File: src/rtl/mem_load_store_unit.sv
`default_nettype none
// ============================================================================
// Module      : mem_load_store_unit
// Description : Memory-stage load/store unit. Turns lw/lh/lhu/lb/lbu/sw/sh/sb
//               into word-aligned bus requests with byte enables and
//               replicated store data. Extracts and extends load data, and
//               stalls the pipeline until a variable-latency memory finishes.
//               Misaligned accesses raise a pulse and never reach the bus.
// Revision    : 1.0 - initial release
// ============================================================================
module mem_load_store_unit #(
    parameter int ADDR_W     = 32,
    parameter bit BIG_ENDIAN = 1'b0
) (
    input  logic              clk,
    input  logic              reset,       // asynchronous, active-low
    input  logic              ex_valid,
    input  logic              memread,
    input  logic              memwrite,
    input  logic              half,
    input  logic              b,
    input  logic              bunsigned,
    input  logic [ADDR_W-1:0] addr,
    input  logic [31:0]       writedata,
    output logic              stall,
    output logic [31:0]       rdata,
    output logic              rdata_valid,
    output logic              misaligned,
    output logic              mem_req,
    output logic              mem_we,
    output logic [ADDR_W-1:0] mem_addr,
    output logic [3:0]        mem_be,
    output logic [31:0]       mem_wdata,
    input  logic              mem_gnt,
    input  logic              mem_rvalid,
    input  logic [31:0]       mem_rdata
);

    typedef enum logic [1:0] {
        S_IDLE   = 2'd0,
        S_REQ    = 2'd1,
        S_WAIT_R = 2'd2
    } state_t;

    localparam logic [1:0] c_sz_byte = 2'd0;
    localparam logic [1:0] c_sz_half = 2'd1;
    localparam logic [1:0] c_sz_word = 2'd2;

    state_t            r_state;
    logic              r_mem_req;
    logic              r_mem_we;
    logic [ADDR_W-1:0] r_mem_addr;
    logic [3:0]        r_mem_be;
    logic [31:0]       r_mem_wdata;
    logic [1:0]        r_size;
    logic [1:0]        r_lane;
    logic              r_unsigned;
    logic [31:0]       r_rdata;

    logic              w_op;
    logic [1:0]        w_size;
    logic              w_mis;
    logic              w_accept;
    logic [3:0]        w_be_le;
    logic [3:0]        w_be;
    logic [31:0]       w_wdata;
    logic [1:0]        w_blane;
    logic              w_hsel;
    logic [7:0]        w_byte;
    logic [15:0]       w_half;
    logic [31:0]       w_load;

    // Decode the EX/MEM instruction: size (byte beats half beats word) and alignment.
    always_comb begin
        w_op     = ex_valid & (memread | memwrite);
        w_size   = b ? c_sz_byte : (half ? c_sz_half : c_sz_word);
        w_mis    = ((w_size == c_sz_half) & addr[0]) |
                   ((w_size == c_sz_word) & (addr[1:0] != 2'b00));
        w_accept = (r_state == S_IDLE) & w_op & ~w_mis;
    end

    // Byte enables and replicated store data; big-endian just mirrors the lanes.
    always_comb begin
        w_be_le = 4'b1111;
        w_wdata = writedata;
        case (w_size)
            c_sz_byte: begin
                w_be_le = 4'b0001 << addr[1:0];
                w_wdata = {4{writedata[7:0]}};
            end
            c_sz_half: begin
                w_be_le = 4'b0011 << {addr[1], 1'b0};
                w_wdata = {2{writedata[15:0]}};
            end
            default: begin
                w_be_le = 4'b1111;
                w_wdata = writedata;
            end
        endcase
        w_be = BIG_ENDIAN ? {w_be_le[0], w_be_le[1], w_be_le[2], w_be_le[3]} : w_be_le;
    end

    // Select the addressed lane of the returned word and extend it.
    always_comb begin
        w_blane = BIG_ENDIAN ? ~r_lane : r_lane;
        w_hsel  = BIG_ENDIAN ? ~r_lane[1] : r_lane[1];
        w_byte  = mem_rdata[7:0];
        case (w_blane)
            2'd0:    w_byte = mem_rdata[7:0];
            2'd1:    w_byte = mem_rdata[15:8];
            2'd2:    w_byte = mem_rdata[23:16];
            default: w_byte = mem_rdata[31:24];
        endcase
        w_half = w_hsel ? mem_rdata[31:16] : mem_rdata[15:0];
        w_load = mem_rdata;
        case (r_size)
            c_sz_byte: w_load = r_unsigned ? {24'h000000, w_byte} : {{24{w_byte[7]}}, w_byte};
            c_sz_half: w_load = r_unsigned ? {16'h0000, w_half} : {{16{w_half[15]}}, w_half};
            default:   w_load = mem_rdata;
        endcase
    end

    // Pipeline-facing outputs: stall drops in the completion cycle so EX/MEM advances.
    always_comb begin
        stall       = 1'b0;
        misaligned  = 1'b0;
        rdata_valid = 1'b0;
        case (r_state)
            S_IDLE: begin
                stall      = w_accept;
                misaligned = w_op & w_mis;
            end
            S_REQ: begin
                stall = ~(mem_gnt & r_mem_we);
            end
            S_WAIT_R: begin
                stall       = ~mem_rvalid;
                rdata_valid = mem_rvalid;
            end
            default: begin
                stall = 1'b0;
            end
        endcase
        rdata = rdata_valid ? w_load : r_rdata;
    end

    assign mem_req   = r_mem_req;
    assign mem_we    = r_mem_we;
    assign mem_addr  = r_mem_addr;
    assign mem_be    = r_mem_be;
    assign mem_wdata = r_mem_wdata;

    // Access sequencer: latch the request, hold it until granted, then await read data.
    always_ff @(posedge clk or negedge reset) begin
        if (!reset) begin
            r_state     <= S_IDLE;
            r_mem_req   <= 1'b0;
            r_mem_we    <= 1'b0;
            r_mem_addr  <= '0;
            r_mem_be    <= 4'b0000;
            r_mem_wdata <= 32'h0;
            r_size      <= c_sz_word;
            r_lane      <= 2'b00;
            r_unsigned  <= 1'b0;
            r_rdata     <= 32'h0;
        end else begin
            case (r_state)
                S_IDLE: begin
                    if (w_accept) begin
                        r_state     <= S_REQ;
                        r_mem_req   <= 1'b1;
                        r_mem_we    <= memwrite;
                        r_mem_addr  <= {addr[ADDR_W-1:2], 2'b00};
                        r_mem_be    <= w_be;
                        r_mem_wdata <= w_wdata;
                        r_size      <= w_size;
                        r_lane      <= addr[1:0];
                        r_unsigned  <= bunsigned;
                    end
                end
                S_REQ: begin
                    if (mem_gnt) begin
                        r_state     <= r_mem_we ? S_IDLE : S_WAIT_R;
                        r_mem_req   <= 1'b0;
                        r_mem_we    <= 1'b0;
                        r_mem_addr  <= '0;
                        r_mem_be    <= 4'b0000;
                        r_mem_wdata <= 32'h0;
                    end
                end
                S_WAIT_R: begin
                    if (mem_rvalid) begin
                        r_state <= S_IDLE;
                        r_rdata <= w_load;
                    end
                end
                default: begin
                    r_state <= S_IDLE;
                end
            endcase
        end
    end

endmodule
`default_nettype wire

File: config.mk
export PLATFORM = sky130hd
export DESIGN_NAME = mem_load_store_unit
export DESIGN_NICKNAME = d
export VERILOG_FILES = /design/src/rtl/mem_load_store_unit.sv
export SDC_FILE = /design/constraint.sdc
export NUM_CORES = 1
export LEC_CHECK = 0
export BUFFER_PORTS_ARGS = -buffer_cell sky130_fd_sc_hd__clkbuf_2
export CORE_AREA = 2 2 107 109
export CTS_CLUSTER_DIAMETER = 100
export DETAILED_ROUTE_END_ITERATION = 8
export DIE_AREA = 0 0 109 111
export PLACE_DENSITY = 0.8
export SYNTH_ARGS = -nofsm -noshare
export SYNTH_HDL_FRONTEND = slang
export SYNTH_SLANG_ARGS = --single-unit
File: constraint.sdc
create_clock -name clk -period 1.88 [get_ports clk]
set_input_delay 0 -clock clk [delete_from_list [all_inputs] [get_ports clk]]
set_output_delay 0 -clock clk [all_outputs]
set_load 0.1 [all_outputs]
# Word level (Yosys, flattened, before mapping)
# Cells that the tools add are included.
# Widths: inputs -> output; s select.
[classes] eq_ne=10 n_shift=2 n_mux=31 bitwise_logic=12 reduce_logical=10
[ops] cell="$pmux 32 s2" n=4
[ops] cell="$mux 32" n=6
[ops] cell="$pmux 8 s3" n=1
[ops] cell="$mux 16" n=1
[ops] cell="$pmux 4 s2" n=2
[ops] cell="$mux 2" n=6
[ops] cell="$eq 2x1->1 const B" n=4
[ops] cell="$logic_not 2->1" n=4
[ops] cell="$mux 4" n=2
[ops] cell="$and 1x1->1" n=7
[ops] cell="$eq 2x2->1 const B" n=3
[ops] cell="$ne 2x2->1 const B" n=3
[ops] cell="$pmux 2 s3" n=1
[ops] cell="$reduce_and 3->1" n=2
[ops] cell="$mux 1" n=5
[ops] cell="$pmux 1 s2" n=2
[ops] cell="$reduce_and 2->1" n=2
[ops] cell="$reduce_bool 2->1" n=2
[ops] cell="$shl 1x2->4 const A" n=1
[ops] cell="$shl 2x2->4 const A" n=1
[ops] cell="$not 1->1" n=3
[ops] cell="$pmux 1 s3" n=1
[ops] cell="$or 1x1->1" n=2
[totals] regBits=109 inputBits=106 out_inout_bits=105 wordCells=75

# Longest topological paths before layout
# Gate-level depths: netlist of the first run.
[depth] word_depth=9 depth_mapped=6

# Worst setup path before layout of the first run
# No wires, ideal clock.
[synth_timing] path_type="register to register" startpoint="register r_state[0]" endpoint="register r_rdata[14]" setup_time_ns=0.287 arrival_ns=2.956 t_required_ns=1.593 path_slack_ns=-1.363 path_stages_with_launch=7 path_buffers=2 period_less_slack_ns=3.243 path_cell_list="dfrtp_1 nand3b_1 buf_4 inv_2 buf_2 nor2_1 a21oi_1"
[synth_between] elab_chain_cells=2
[synth_rtl] element="start, declared" line_no="49" rtl="state_t r_state;"
[synth_rtl] element="start signal, assigned" line_no="183" rtl="r_state <= r_mem_we ? S_IDLE : S_WAIT_R;"
[synth_rtl] element="$eq 2x2->1" line_no="167" rtl="case (r_state)"
[synth_rtl] element="$reduce_and 2->1 (no line)"
[synth_rtl] element="end signal, assigned" line_no="194" rtl="r_rdata <= w_load;"
[synth_rtl] element="end, declared" line_no="58" rtl="logic [31:0] r_rdata;"
# Every way passes these cells.
# A chain may end at the register's enable or synchronous reset.

# Final worst setup path of the first run
[layout_timing] startpoint="register r_size[1]" endpoint="output port rdata[10]"
[layout_between] elab_chain_cells=3 elab_cells_between_ends=4
[layout_rtl] element="start, declared" line_no="55" rtl="logic [1:0] r_size;"
[layout_rtl] element="start signal, assigned" line_no="162" rtl="r_size <= c_sz_word;"
[layout_rtl] element="start signal, assigned" line_no="176" rtl="r_size <= w_size;"
[layout_rtl] element="$eq 2x1->1 / $logic_not 2->1 (equally long branches)" line_no="116" rtl="case (r_size)"
[layout_rtl] element="$pmux 32 s2 *" line_no="116"
[layout_rtl] element="$mux 32 *" line_no="144" rtl="rdata = rdata_valid ? w_load : r_rdata;"
[layout_rtl] element="end, declared" line_no="26" rtl="output logic [31:0] rdata,"
# Mark *: on every way between the ends. The rest lies on a longest branch, timed or not.

==> flow_metrics.tcl, run 1 <==
set metrics [dict create \
    clock_path_buffers 2 \
    final_hold_viol_count 0 \
    cts_tree "built" \
    cts_buffers 9 \
    drive_gt1_share_pct 44.7 \
    avgSynthCellArea_sq_um 10.7 \
    final_nets 886 \
    overflow 0 \
    cp_slowest_cell "dfstp_2" \
    place_inst 824 \
    synth_seq_cells 107 \
    fin_util_pct 79.7 \
    worst-r2r-cell-count 7 \
    layout.cells.non_filler 928 \
    dp_slack_ns 0.129 \
    drt-total-wl_mm 19.4 \
    antenna_found_initial 0 \
    crit_fanout 8 \
    grt_pass1_wl_mm 30.2 \
    outcome "complete, but fails checks" \
    async_flop_share_pct 100 \
    period_share_pct 108 \
    placementRows 39 \
    hold_class "in -> reg" \
    hold_depth 3 \
    fillers 587 \
    coreArea_sq_um 11100 \
    syn2layout_area_growth_pct 66.7 \
    hpwl_mm 11.5 \
    firstDrtPassIters 5 \
    vias 5398 \
    cp.arrival_ns 2.03 \
    wire_per_inst_microns 21.0 \
    end_kind "primary output" \
    rsz0062_at_grt "true" \
    start_util_pct 47.8 \
    gp_congestion 0.883 \
    reg2reg_from "r_lane[1]$_DFFE_PN0P_" \
    register_area_sq_um 2680 \
    worst_slew_pin_slew_ns 0.627 \
    grt_usage_pct 32.4 \
    synth_seq_area_share_pct 50.6 \
    grt_max_degree 70 \
    crit_path_frequent_cell "buf_12" \
    grt_pass1_vias 5671 \
    synth_flop_cell "dfrtp_1" \
    fp.dieH_microns 111 \
    synth_edf_count 0 \
    min_to "mem_wdata[24]$_DFFE_PN0P_" \
    clk_latency_ns 0.36 \
    setup_viol 23 \
    io_buffers 208 \
    relSlewSlack_pct 58.1 \
    synth_cell_types 44 \
    ios 211 \
    syn_inst 495 \
    rrSetupSlack_ns 0.09 \
    hp-start "writedata[0]" \
    finalWorstSetupSlack_ns -0.152 \
    clk_pin_slew_worst_paths_ns 0.07 \
    clock_skew_ns 0.00722 \
    reg2reg_to "r_rdata[27]$_DFFE_PN0P_" \
    multi_input_area_sq_um 2930 \
    route.detailed.drc 0 \
    n_antenna_cell 0 \
    cp.required_ns 1.88 \
    layout_common_cells "172 x clkbuf_2, 103 x dfrtp_1, 57 x nand2_1, 57 x mux2i_1, 55 x dlygate4sd3_1" \
    cts_sinks 107 \
    netlist_area_sq_um 5290 \
    slowest_delay_ns 0.40 \
    yosys_warnings 0 \
    fp.dieArea_sq_um 12100 \
    cts_root_buf "clkbuf_16" \
    path_class "reg -> out" \
    path_cells "buf_6, nor3b_4, a22oi_2, or2_1, buf_12, a21oi_4, buf_12" \
    drv_cap 0 \
    layout_commonest_cell "clkbuf_2" \
    dr.first_iter.drc_count 467 \
    drv_slew 0 \
    cp-start-kind "register" \
    violations "negative setup slack" \
    vias_per_cell 5.82 \
    dieWidth_microns 109 \
    htreeDepth 3 \
    fmax_mhz 492 \
    period_needed_ns 2.03 \
    antenna_left 0 \
]
-- cells in the mapped netlist, types with 4 or more instances --
cell	count	area, sq um
mux2_1	4	45.0
inv_1	4	15.0
a221oi_2	7	105
a22o_1	8	70.1
dfrtp_1	106	2650
clkbuf_1	15	56.3
a31o_1	39	342
buf_6	6	67.6
nand2_1	60	225
a21oi_1	22	110
mux2i_1	57	571
buf_4	6	45.0
nor2_1	21	78.8
o21ai_1	7	35.0
buf_2	14	70.1
o221ai_1	6	52.6
and3_1	40	250
nand3_1	32	160
-- how the worst max path moves through the flow --
stage	start	end	depth (start not counted)
after floorplan	r_lane[1]$_DFFE_PN0P_	r_rdata[16]$_DFFE_PN0P_	3
after global placement	r_lane[1]$_DFFE_PN0P_	rdata[6]	6
after detailed placement	r_lane[1]$_DFFE_PN0P_	rdata[6]	6
after CTS	r_size[1]$_DFFE_PN1P_	rdata[8]	7
after global routing	r_size[1]$_DFFE_PN1P_	rdata[10]	7
final	r_size[1]$_DFFE_PN1P_	rdata[10]	7
-- cell families after synthesis --
family / synth area share (%)
DFF: 50.6
buffers and inverters: 5.15
muxes: 12.5
other: 0.0709
and+or+nand+nor: 15.5
AOI/OAI and AO/OA: 16.1
-- layer usage --
metal	part of all wire, %	track usage, %	up-vias
met5	0	0	-
met4	3.6	14.6	0
met3	8.7	7.88	58
met2	52	54.4	328
met1	36	38.8	2647
li1	-	-	2365
-- flip-flops by register name, indices dropped and copies added, names as in the netlist --
signal,count
mem_be,4
mem_req,1
mem_we,1
r_rdata,32
r_lane,2
r_unsigned,1
r_state,2
mem_wdata,32
r_size,2
mem_addr,30
-- layout make-up --
cell class | count | area share [%]
clock inverter | 7 | 1.12
multi-input combinational | 339 | 33.2
timing repair buffer | 317 | 30.3
inverter | 6 | 0.369
clock buffer | 9 | 2.55
sequential | 107 | 30.4
tap | 143 | 2.03
-- critical path, delay by kind of cell (launching register included) --
kind	cells	cell delay, ns
AOI/OAI and AO/OA	2	0.29
buffers and inverters	3	0.51
DFF	1	0.40
and+or+nand+nor	2	0.48
-- timing repair --
item	CTS	global route
endpoints found under the setup margin	32	33
gates resized for setup	40	30
pin swaps	6	7
endpoints found under the hold margin	160	0
setup buffers	23	10
hold buffers	55	0
cloned	1	0
-- through the flow --
stage               hold WS, ns  TNS (ns)  cell area [sq um]
floorplan                -0.296     -3.05               5630
global placement        -0.0660         0               7320
detailed placement      -0.0597         0               7320
CTS                     0.00261     -2.12               8610
global route             0.0253     -3.20               8820
finish                   0.0103     -2.03               8820
Power of run 1 is left out: the tool's default activity adds up to more than one toggle a clock period on the data nets, which glitch-free logic cannot reach.
==> run 2: changes to the inputs <==
--- a/config.mk
+++ b/config.mk
@@ -10,7 +10,7 @@
 export CTS_CLUSTER_DIAMETER = 100
 export DETAILED_ROUTE_END_ITERATION = 8
 export DIE_AREA = 0 0 109 111
-export PLACE_DENSITY = 0.8
+export PLACE_DENSITY_LB_ADDON = 0.1
 export SYNTH_ARGS = -nofsm -noshare
 export SYNTH_HDL_FRONTEND = slang
 export SYNTH_SLANG_ARGS = --single-unit
==> run 2 against run 1 <==
The run ends with negative hold slack, negative setup slack left. Flip-flop and latch count is the same. Die area is the same. Routed wire length shrank 11%. Critical path depth is the same. Cell count is the same. Non-clock buffer count is the same. Sequential share of layout area grew 0.13 points. Register-to-register slack gained 0.15 ns. Worst setup slack gained 0.029 ns. Critical path type unchanged.
==> flow_metrics.tcl, run 2 (synthesis results as in run 1) <==
set metrics [dict create \
    grt_pass1_wl_mm 27.3 \
    end_kind "primary output" \
    period_share_pct 107 \
    cp.arrival_ns 2.00 \
    grt_pass1_vias 5329 \
    fp.dieH_microns 111 \
    gp_congestion 0.859 \
    antenna_found_initial 0 \
    io_buffers 208 \
    grt_max_degree 49 \
    hp-start "mem_rdata[21]" \
    antenna_left 0 \
    worst-r2r-cell-count 6 \
    final_hold_viol_count 1 \
    dr.first_iter.drc_count 306 \
    ios 211 \
    drt-total-wl_mm 17.3 \
    cp_slowest_cell "dfrtp_2" \
    vias_per_cell 5.49 \
    hold_class "in -> reg" \
    rrSetupSlack_ns 0.24 \
    layout_common_cells "172 x clkbuf_2, 103 x dfrtp_1, 57 x mux2i_1, 55 x dlygate4sd3_1, 47 x nand2_1" \
    multi_input_area_sq_um 2890 \
    htreeDepth 3 \
    reg2reg_to "r_rdata[30]$_DFFE_PN0P_" \
    layout_commonest_cell "clkbuf_2" \
    reg2reg_from "r_size[0]$_DFFE_PN0P_" \
    cts_tree "built" \
    fp.dieArea_sq_um 12100 \
    worst_slew_pin_slew_ns 0.604 \
    syn2layout_area_growth_pct 66.0 \
    relSlewSlack_pct 59.7 \
    crit_path_frequent_cell "buf_12" \
    violations "negative hold slack, negative setup slack" \
    start_util_pct 47.8 \
    dieWidth_microns 109 \
    finalWorstSetupSlack_ns -0.123 \
    outcome "complete, but fails checks" \
    rsz0062_at_grt "true" \
    n_antenna_cell 0 \
    drv_cap 0 \
    fillers 678 \
    cp-start-kind "register" \
    setup_viol 27 \
    firstDrtPassIters 4 \
    final_nets 886 \
    wire_per_inst_microns 18.7 \
    route.detailed.drc 0 \
    fin_area_sq_um 8790 \
    cp.required_ns 1.88 \
    vias 5091 \
    placementRows 39 \
    clock_skew_ns 0.00576 \
    register_area_sq_um 2680 \
    cts_buffers 9 \
    grt_usage_pct 28.7 \
    holdWs_ns -0.000675 \
    clk_pin_slew_worst_paths_ns 0.07 \
    slowest_delay_ns 0.41 \
    clock_path_buffers 2 \
    period_needed_ns 2.00 \
    path_class "reg -> out" \
    coreArea_sq_um 11100 \
    cts_sinks 107 \
    cts_root_buf "clkbuf_16" \
    path_cells "buf_4, nor3b_4, a22oi_2, or2_1, buf_12, a21oi_4, buf_12" \
    drive_gt1_share_pct 46.1 \
    overflow 0 \
    crit_fanout 8 \
    drv_slew 0 \
    dp_slack_ns -0.242 \
    min_to "r_rdata[21]$_DFFE_PN0P_" \
    dpl_cell_area_sq_um 7340 \
    hold_depth 3 \
    clk_latency_ns 0.36 \
    fmax_mhz 499 \
    hpwl_mm 11.1 \
]
run 2: cell count changes in the layout (fill, tap and decap cells not counted), sizes merged:
cell and delta:
inv -2, clkbuf +3, clkinvlp -1
run 2: final cells by class:
class                   count  area share, %
repair buffers            317           30.6
flip-flops and latches    107           30.5
multi-input cells         339           32.8
clock buffers              12           2.81
well taps                 143           2.04
clock inverters             4          0.840
inverters                   6          0.370
run 2: how the worst max path moves through the flow:
stage | start | endpoint
3_3_place_gp | r_lane[1]$_DFFE_PN0P_ | rdata[0]
2_1_floorplan | r_lane[1]$_DFFE_PN0P_ | r_rdata[16]$_DFFE_PN0P_
4_1_cts | r_lane[1]$_DFFE_PN0P_ | rdata[12]
6_report | r_lane[1]$_DFFE_PN0P_ | rdata[15]
5_1_grt | r_lane[1]$_DFFE_PN0P_ | rdata[15]
3_5_place_dp | r_lane[1]$_DFFE_PN0P_ | rdata[1]
run 2: through the flow:
| step | utilization (%) | TNS [ns] | cells |
|---|---|---|---|
| global placement | 66.3 | -0.826 | 825 |
| CTS | 76.3 | -2.42 | 909 |
| global route | 79.3 | -3.49 | 928 |
| detailed placement | 66.3 | -2.60 | 825 |
| floorplan | - | -3.05 | 496 |
| finish | 79.3 | -1.74 | 928 |
run 2: worst max-delay path, delay by kind of cell, from the launching register on:
family / cells / cell delay [ns]
buffers and inverters: 3 / 0.50
AO/OA/AOI/OAI: 2 / 0.29
AND/OR/NAND/NOR: 2 / 0.44
flip-flops: 1 / 0.41
run 2: metal layers:
| metal | track usage, % | wire length, microns | vias to the layer above |
|---|---|---|---|
| met1 | 34.4 | 6640 | 2499 |
| met5 | 0 | 0 | - |
| met2 | 48.7 | 9110 | 178 |
| met3 | 6.29 | 991 | 44 |
| met4 | 12.6 | 576 | 0 |
| li1 | - | - | 2370 |
run 2: repair_timing:
action / 4_1_cts / 5_1_grt
cloned: 1 / 1
gates resized for setup: 29 / 41
hold buffers: 55 / 0
setup buffers: 13 / 18
endpoints found under the hold margin: 113 / 0
pin swaps: 5 / 18
endpoints found under the setup margin: 39 / 33
Power of run 2 is left out for the same reason.
